<file path="src/rtl/sync_fifo_pkg.sv">
`default_nettype none
// ============================================================================
// Module      : sync_fifo_pkg
// Description : Default sizing constants shared by the synchronous FIFO,
//               its storage sub-module and its bus interface.
// Revision    : 1.0 - initial release
// ============================================================================
package sync_fifo_pkg;

    localparam int c_DATA_WIDTH = 16;
    localparam int c_DEPTH      = 8;
    localparam int c_ADDR_WIDTH = 3;

endpackage : sync_fifo_pkg
`default_nettype wire

</file>
<file path="src/rtl/sync_fifo_if.sv">
`default_nettype none
// ============================================================================
// Module      : sync_fifo_if
// Description : Write/read handshake bundle of the synchronous FIFO.
//               master : wr_en, rd_en, wr_data out; rd_data, full, empty,
//                        count in (the FIFO user)
//               slave  : the FIFO side of the same signals
// Revision    : 1.0 - initial release
// ============================================================================
interface sync_fifo_if
    import sync_fifo_pkg::*;
#(
    parameter int DATA_WIDTH = c_DATA_WIDTH,
    parameter int ADDR_WIDTH = c_ADDR_WIDTH
);

    logic                  wr_en;
    logic                  rd_en;
    logic [DATA_WIDTH-1:0] wr_data;
    logic [DATA_WIDTH-1:0] rd_data;
    logic                  full;
    logic                  empty;
    logic [ADDR_WIDTH:0]   count;

    modport master (
        output wr_en, rd_en, wr_data,
        input  rd_data, full, empty, count
    );

    modport slave (
        input  wr_en, rd_en, wr_data,
        output rd_data, full, empty, count
    );

endinterface : sync_fifo_if
`default_nettype wire

</file>
<file path="src/rtl/sync_fifo_mem.sv">
`default_nettype none
// ============================================================================
// Module      : sync_fifo_mem
// Description : DEPTH x DATA_WIDTH storage, one synchronous write port and
//               one synchronous read port with a registered output.
//               clk, rst_n           : clock, async active-low reset
//               wr_en_i/addr/data    : write port
//               rd_en_i/rd_addr_i    : read port
//               rd_data_o            : registered read data, holds when idle
// Revision    : 1.0 - initial release
// ============================================================================
module sync_fifo_mem
    import sync_fifo_pkg::*;
#(
    parameter int DATA_WIDTH = c_DATA_WIDTH,
    parameter int DEPTH      = c_DEPTH,
    parameter int ADDR_WIDTH = c_ADDR_WIDTH
) (
    input  wire logic                  clk,
    input  wire logic                  rst_n,
    input  wire logic                  wr_en_i,
    input  wire logic [ADDR_WIDTH-1:0] wr_addr_i,
    input  wire logic [DATA_WIDTH-1:0] wr_data_i,
    input  wire logic                  rd_en_i,
    input  wire logic [ADDR_WIDTH-1:0] rd_addr_i,
    output logic      [DATA_WIDTH-1:0] rd_data_o
);

    logic [DATA_WIDTH-1:0] mem_q [DEPTH];
    logic [DATA_WIDTH-1:0] rd_data_q;

    // Storage array carries no reset so it can map onto RAM.
    always_ff @(posedge clk) begin
        if (wr_en_i) begin
            mem_q[wr_addr_i] <= wr_data_i;
        end
    end

    // Output register is cleared by reset so rd_data reads 0 after reset.
    always_ff @(posedge clk or negedge rst_n) begin
        if (!rst_n) begin
            rd_data_q <= '0;
        end else if (rd_en_i) begin
            rd_data_q <= mem_q[rd_addr_i];
        end
    end

    assign rd_data_o = rd_data_q;

endmodule : sync_fifo_mem
`default_nettype wire

</file>
<file path="src/rtl/sync_fifo.sv">
`default_nettype none
// ============================================================================
// Module      : sync_fifo
// Description : Single-clock FIFO, one-cycle registered read latency
//               (no first-word fall-through). Writes at full and reads at
//               empty are dropped silently.
//               clk   : clock, rising edge
//               rst_n : asynchronous active-low reset
//               bus   : sync_fifo_if.slave (wr_en, rd_en, wr_data, rd_data,
//                       full, empty, count)
// Revision    : 1.0 - initial release
// ============================================================================
module sync_fifo
    import sync_fifo_pkg::*;
#(
    parameter int DATA_WIDTH = c_DATA_WIDTH,
    parameter int DEPTH      = c_DEPTH,
    parameter int ADDR_WIDTH = c_ADDR_WIDTH
) (
    input  wire logic  clk,
    input  wire logic  rst_n,
    sync_fifo_if.slave bus
);

    localparam logic [ADDR_WIDTH:0] c_FULL_COUNT = (ADDR_WIDTH + 1)'(DEPTH);

    generate
        if (DEPTH != (2 ** ADDR_WIDTH)) begin : g_bad_depth
            $error("sync_fifo: DEPTH must equal 2**ADDR_WIDTH");
        end
    endgenerate

    logic [ADDR_WIDTH-1:0] wr_ptr_q, wr_ptr_d;
    logic [ADDR_WIDTH-1:0] rd_ptr_q, rd_ptr_d;
    logic [ADDR_WIDTH:0]   count_q,  count_d;
    logic                  w_full;
    logic                  w_empty;
    logic                  w_wr_acc;
    logic                  w_rd_acc;

    // Flags decode straight from the registered count, so they move on the
    // same edge as the operation that changes it.
    assign w_full   = (count_q == c_FULL_COUNT);
    assign w_empty  = (count_q == '0);
    assign w_wr_acc = bus.wr_en && !w_full;
    assign w_rd_acc = bus.rd_en && !w_empty;

    always_comb begin
        wr_ptr_d = wr_ptr_q;
        rd_ptr_d = rd_ptr_q;
        count_d  = count_q;
        // Pointers are exactly ADDR_WIDTH bits, so +1 wraps DEPTH-1 to 0.
        if (w_wr_acc) begin
            wr_ptr_d = wr_ptr_q + 1'b1;
        end
        if (w_rd_acc) begin
            rd_ptr_d = rd_ptr_q + 1'b1;
        end
        case ({w_wr_acc, w_rd_acc})
            2'b10:   count_d = count_q + 1'b1;
            2'b01:   count_d = count_q - 1'b1;
            default: count_d = count_q;
        endcase
    end

    always_ff @(posedge clk or negedge rst_n) begin
        if (!rst_n) begin
            wr_ptr_q <= '0;
            rd_ptr_q <= '0;
            count_q  <= '0;
        end else begin
            wr_ptr_q <= wr_ptr_d;
            rd_ptr_q <= rd_ptr_d;
            count_q  <= count_d;
        end
    end

    sync_fifo_mem #(
        .DATA_WIDTH (DATA_WIDTH),
        .DEPTH      (DEPTH),
        .ADDR_WIDTH (ADDR_WIDTH)
    ) u_mem (
        .clk        (clk),
        .rst_n      (rst_n),
        .wr_en_i    (w_wr_acc),
        .wr_addr_i  (wr_ptr_q),
        .wr_data_i  (bus.wr_data),
        .rd_en_i    (w_rd_acc),
        .rd_addr_i  (rd_ptr_q),
        .rd_data_o  (bus.rd_data)
    );

    assign bus.full  = w_full;
    assign bus.empty = w_empty;
    assign bus.count = count_q;

endmodule : sync_fifo
`default_nettype wire

</file>
<file path="src/flat_wrapper.sv">
// flat-port wrapper written by rule: the top's interface ports become plain ports
module sync_fifo_flat import sync_fifo_pkg::*;
#(
    parameter int DATA_WIDTH = c_DATA_WIDTH,
    parameter int DEPTH      = c_DEPTH,
    parameter int ADDR_WIDTH = c_ADDR_WIDTH
)
  (clk, rst_n, bus_wr_en, bus_rd_en, bus_wr_data, bus_rd_data, bus_full, bus_empty, bus_count);
  sync_fifo_if #(.DATA_WIDTH(DATA_WIDTH), .ADDR_WIDTH(ADDR_WIDTH)) bus_i ();
  input  wire logic clk;
  input  wire logic rst_n;
  input wire logic [$bits(bus_i.wr_en)-1:0] bus_wr_en;
  input wire logic [$bits(bus_i.rd_en)-1:0] bus_rd_en;
  input wire logic [$bits(bus_i.wr_data)-1:0] bus_wr_data;
  output wire logic [$bits(bus_i.rd_data)-1:0] bus_rd_data;
  output wire logic [$bits(bus_i.full)-1:0] bus_full;
  output wire logic [$bits(bus_i.empty)-1:0] bus_empty;
  output wire logic [$bits(bus_i.count)-1:0] bus_count;
  assign bus_i.wr_en = bus_wr_en;
  assign bus_i.rd_en = bus_rd_en;
  assign bus_i.wr_data = bus_wr_data;
  assign bus_rd_data = bus_i.rd_data;
  assign bus_full = bus_i.full;
  assign bus_empty = bus_i.empty;
  assign bus_count = bus_i.count;
  sync_fifo #(.DATA_WIDTH(DATA_WIDTH), .DEPTH(DEPTH), .ADDR_WIDTH(ADDR_WIDTH)) u_core (.clk(clk), .rst_n(rst_n), .bus(bus_i));
endmodule
</file>
<file path="config.mk">
export PLATFORM = sky130hd
export DESIGN_NAME = sync_fifo_flat
export DESIGN_NICKNAME = d
export VERILOG_FILES = /design/src/rtl/sync_fifo_pkg.sv /design/src/rtl/sync_fifo_if.sv /design/src/rtl/sync_fifo_mem.sv /design/src/rtl/sync_fifo.sv /design/src/flat_wrapper.sv
export SDC_FILE = /design/constraint.sdc
export NUM_CORES = 1
export LEC_CHECK = 0
export BUFFER_PORTS_ARGS = -buffer_cell sky130_fd_sc_hd__buf_4
export CORE_AREA = 2 2 160 162
export CTS_CLUSTER_SIZE = 40
export DETAILED_ROUTE_END_ITERATION = 12
export DIE_AREA = 0 0 162 164
export PLACE_DENSITY = 0.44
export SETUP_SLACK_MARGIN = 0.2
export SLEW_MARGIN = 20
export SYNTH_ARGS = -nofsm -noshare
export SYNTH_HDL_FRONTEND = slang
export SYNTH_SLANG_ARGS = --single-unit
</file>
<file path="constraint.sdc">
create_clock -name clk -period 2.7 [get_ports clk]
set_input_delay 0.54 -clock clk [delete_from_list [all_inputs] [get_ports clk]]
set_output_delay 0.54 -clock clk [all_outputs]
set_load 0.02 [all_outputs]
</file>
==> impl_metrics.py <==
metrics = {
    "place": {
        "gp_congestion": 0.690,
        "io_buffers": 41,
        "dpl.hpwl_microns": 7630,
        "detailedPlace.worstSlack_ns": 0.261,
    },
    "sta": {
        "slew_headroom_pct": 70.7,
        "finalMaxSlewViolations": 0,
        "final-setup-viol-count": 0,
        "rsz0062_at_grt": "no",
        "fin_skew_ns": 0.00989,
        "fmax_mhz": 426,
        "final_hold_viol_count": 0,
        "setup-tns-final_ns": 0,
        "tightest_slew_ns": 0.439,
        "fin_crit_sh_pct": 87.0,
        "setup_ws_ns": 0.350,
        "fin_crit_ns": 2.35,
    },
    "detailed_routing": {
        "drtPass1Iterations": 4,
        "drc": 0,
        "wl_met3_microns": 439,
        "vias": 3194,
        "met1_length_microns": 5890,
        "avgRoutedWirePerCell_microns": 17.0,
        "ant_nets": 0,
        "drt_iter0_drc": 174,
        "top_layer": "met4",
        "wl_met2_microns": 6540,
        "drt_wl_total_microns": 13000,
        "routed_via_density": 4.18,
    },
    "critical_path": {
        "r2r_cells": 8,
        "worstSetupPathType": "flip-flop to flip-flop",
        "arrival_ns": 2.63,
        "r2r-start": "u_core.bus.count[2]$_DFFE_PN0P_",
        "end_kind": "flip-flop",
        "reg2reg_slack_ns": 0.35,
        "cp_max_fo": 8,
        "worstPathRequired_ns": 2.98,
        "rr_endpoint": "u_core.bus.count[3]$_DFFE_PN0P_",
        "startpoint_type": "flip-flop",
    },
    "logic_synthesis": {
        "synth_top_area_share_pct": 62.7,
        "ys_seq_elements": 154,
        "synth_cells": 363,
        "syn-cell-area_sq_um": 6130,
        "synth_area_leaders": "edfxtp_1 63%, dfrtp_1 11%, mux2i_1 5.4%",
        "yosys.cell_types.count": 34,
        "ys_seq_area_share_pct": 73.4,
        "synth_area_leader_cell": "edfxtp_1",
        "synth_warnings": 0,
        "syn_avg_cell_area_sq_um": 16.9,
        "synth_nets": 389,
    },
    "global_route": {
        "grt_max_degree": 67,
        "grt_antenna_before_repair": 0,
        "grt_usage_pct": 10.4,
        "grt_pass1_vias": 3400,
        "grt_overflow": 0,
        "grt_pass1_wl_microns": 20000,
    },
    "clock_network": {
        "cts_sinks": 154,
        "htreeDepth": 4,
        "cts_buffers": 17,
        "path_clk_slew_ns": 0.06,
        "cts.path.max_buffers": 2,
        "root_buffer": "clkbuf_16",
        "hold_buffers": 0,
        "cts_tree": "yes",
        "clkLatencyLatePin_ns": 0.41,
    },
    "floorplan": {
        "start_util_pct": 24.7,
        "die-height_microns": 164,
        "ios": 42,
        "core-area_sq_um": 24800,
        "die_w_microns": 162,
        "fp-row-count": 58,
        "design.die.area_sq_um": 26600,
    },
    "cells_and_area": {
        "fin_nets": 448,
        "antennaDiodeCount": 0,
        "drive_above_1_share_pct": 26.9,
        "area_growth_pct": 22.0,
        "n_fill_cell": 2455,
    },
    "worst_hold_path": {
        "hold_class": "primary input to asynchronous set/reset pin",
    },
    "outcome": {
        "status": "finished, final reports clean",
    },
    "run": {
        "drv_cap": 0,
    },
    "power_and_ir_drop": {
        "power.density_nw_per_um2": 1120,
        "ir_drop_v": 0.000433,
        "power.leakage_nw": 2.68,
    },
}
-- cells in the mapped netlist --
cell,instances
nand4b_1,1
inv_2,2
buf_2,6
edfxtp_1,128
a221o_1,16
o21ai_1,16
or3_1,1
nand2b_1,5
nor2_1,7
buf_12,3
nor4_1,2
o311ai_1,1
fa_1,1
xnor2_1,4
nor2b_1,1
clkbuf_1,4
nor3_1,4
mux2_1,13
o41ai_4,1
dfrtp_1,26
a21boi_1,1
nand2_1,31
inv_1,5
mux2i_1,33
buf_6,3
nor3b_1,1
xor2_1,1
mux2_2,19
buf_1,1
o21ai_0,3
a21oi_1,1
and2_1,1
ha_1,5
o22ai_1,16
-- repair_timing --
item                                    in CTS  in global routing
endpoints found under the setup margin       0                  1
buffers inserted                             0                  0
resized for setup                            0                  5
-- how the worst max path moves through the flow --
stage	end	from	slack (ns)
finish	u_core.bus.count[3]$_DFFE_PN0P_	u_core.bus.count[2]$_DFFE_PN0P_	0.35
global route	u_core.bus.count[3]$_DFFE_PN0P_	u_core.bus.count[2]$_DFFE_PN0P_	0.21
CTS	u_core.bus.count[3]$_DFFE_PN0P_	u_core.bus.count[0]$_DFFE_PN0P_	0.25
detailed placement	u_core.bus.count[3]$_DFFE_PN0P_	bus_wr_en	0.26
global placement	u_core.bus.count[3]$_DFFE_PN0P_	bus_wr_en	0.37
floorplan	u_core.bus.count[3]$_DFFE_PN0P_	u_core.bus.count[2]$_DFFE_PN0P_	0.42
-- final cells by class --
class                   count  area (sq um)  share of cell area, %
flip-flops and latches    154          4500                   60.2
inverters                   7          26.3                  0.352
repair buffers             57           440                   5.89
clock inverters            10           140                   1.87
multi-input cells         185          1480                   19.8
clock buffers              22           474                   6.34
well taps                 330           413                   5.52
-- worst max-delay path: stages, from the launching register on --
cell and delay, ns:
dfrtp_2 0.47, o41ai_4 0.42, inv_2 0.09, ha_1 0.28
ha_1 0.33, inv_1 0.07, nor4_1 0.29, nand4b_1 0.17
o311ai_1 0.10
-- stage by stage --
stage / instance area [sq um] / util, % / hold slack (ns) / power, mW / std cells
5_1_grt: 7470 / 30.1 / 0.0799 / 8.82 / 765
2_1_floorplan: 6140 / - / 0.244 / 5.17 / 363
3_3_place_gp: 6850 / 27.6 / 0.482 / 5.96 / 733
6_report: 7470 / 30.1 / 0.0469 / 8.35 / 765
4_1_cts: 7460 / 30.1 / 0.0631 / 8.47 / 765
3_5_place_dp: 6850 / 27.6 / 0.480 / 6.02 / 733
-- state kept, by name, indices dropped and copies added (netlist names) --
register and count:
u_core.u_mem.mem_q 128, u_core.wr_ptr_q 3, u_core.rd_ptr_q 3, u_core.u_mem.rd_data_o 16, u_core.bus.count 4
-- power by group --
part,internal (mW),switching (mW)
Clock,1.53,0.896
Sequential,3.08,0.270
Combinational,1.11,1.46
Total,5.72,2.63
-- cells by family (layout without fill, tap and decap cells) --
kind of cell    count (synthesis)  count (layout)  synth area share [%]
flops                         154             154                  73.4
mux                            65              65                  11.3
compound gates                 55              55                  6.60
simple gates                   54              54                  3.94
buf+inv                        24              96                  2.76
fa+ha+maj                       6               6                  1.35
xor+xnor                        5               5                 0.715
-- per-layer routing --
layer  track usage (%)  vias up
met5                 0        -
met4              3.38        0
met3              2.98       10
met2              17.4       48
met1              13.1     1617
li1                  -     1519
-- cell usage in the layout, fill, tap and decap left out, types with 3 or more instances in the layout --
cell        netlist  layout
a221o_1          16      16
buf_4             0      56
bufinv_16         0       3
clkbuf_16         0      17
clkbuf_8          0       3
clkinvlp_4        0       3
dfrtp_1          26      22
dfrtp_2           0       4
edfxtp_1        128     128
ha_1              5       5
inv_1             5       5
mux2_1           13      13
mux2_2           19      19
mux2i_1          33      33
nand2_1          31      31
nand2b_1          5       5
nor2_1            7       7
nor3_2            0       3
o21ai_0           3       3
o21ai_1          16      16
o22ai_1          16      16
xnor2_1           4       4
No activity file was read; power rests on OpenSTA's default activity.
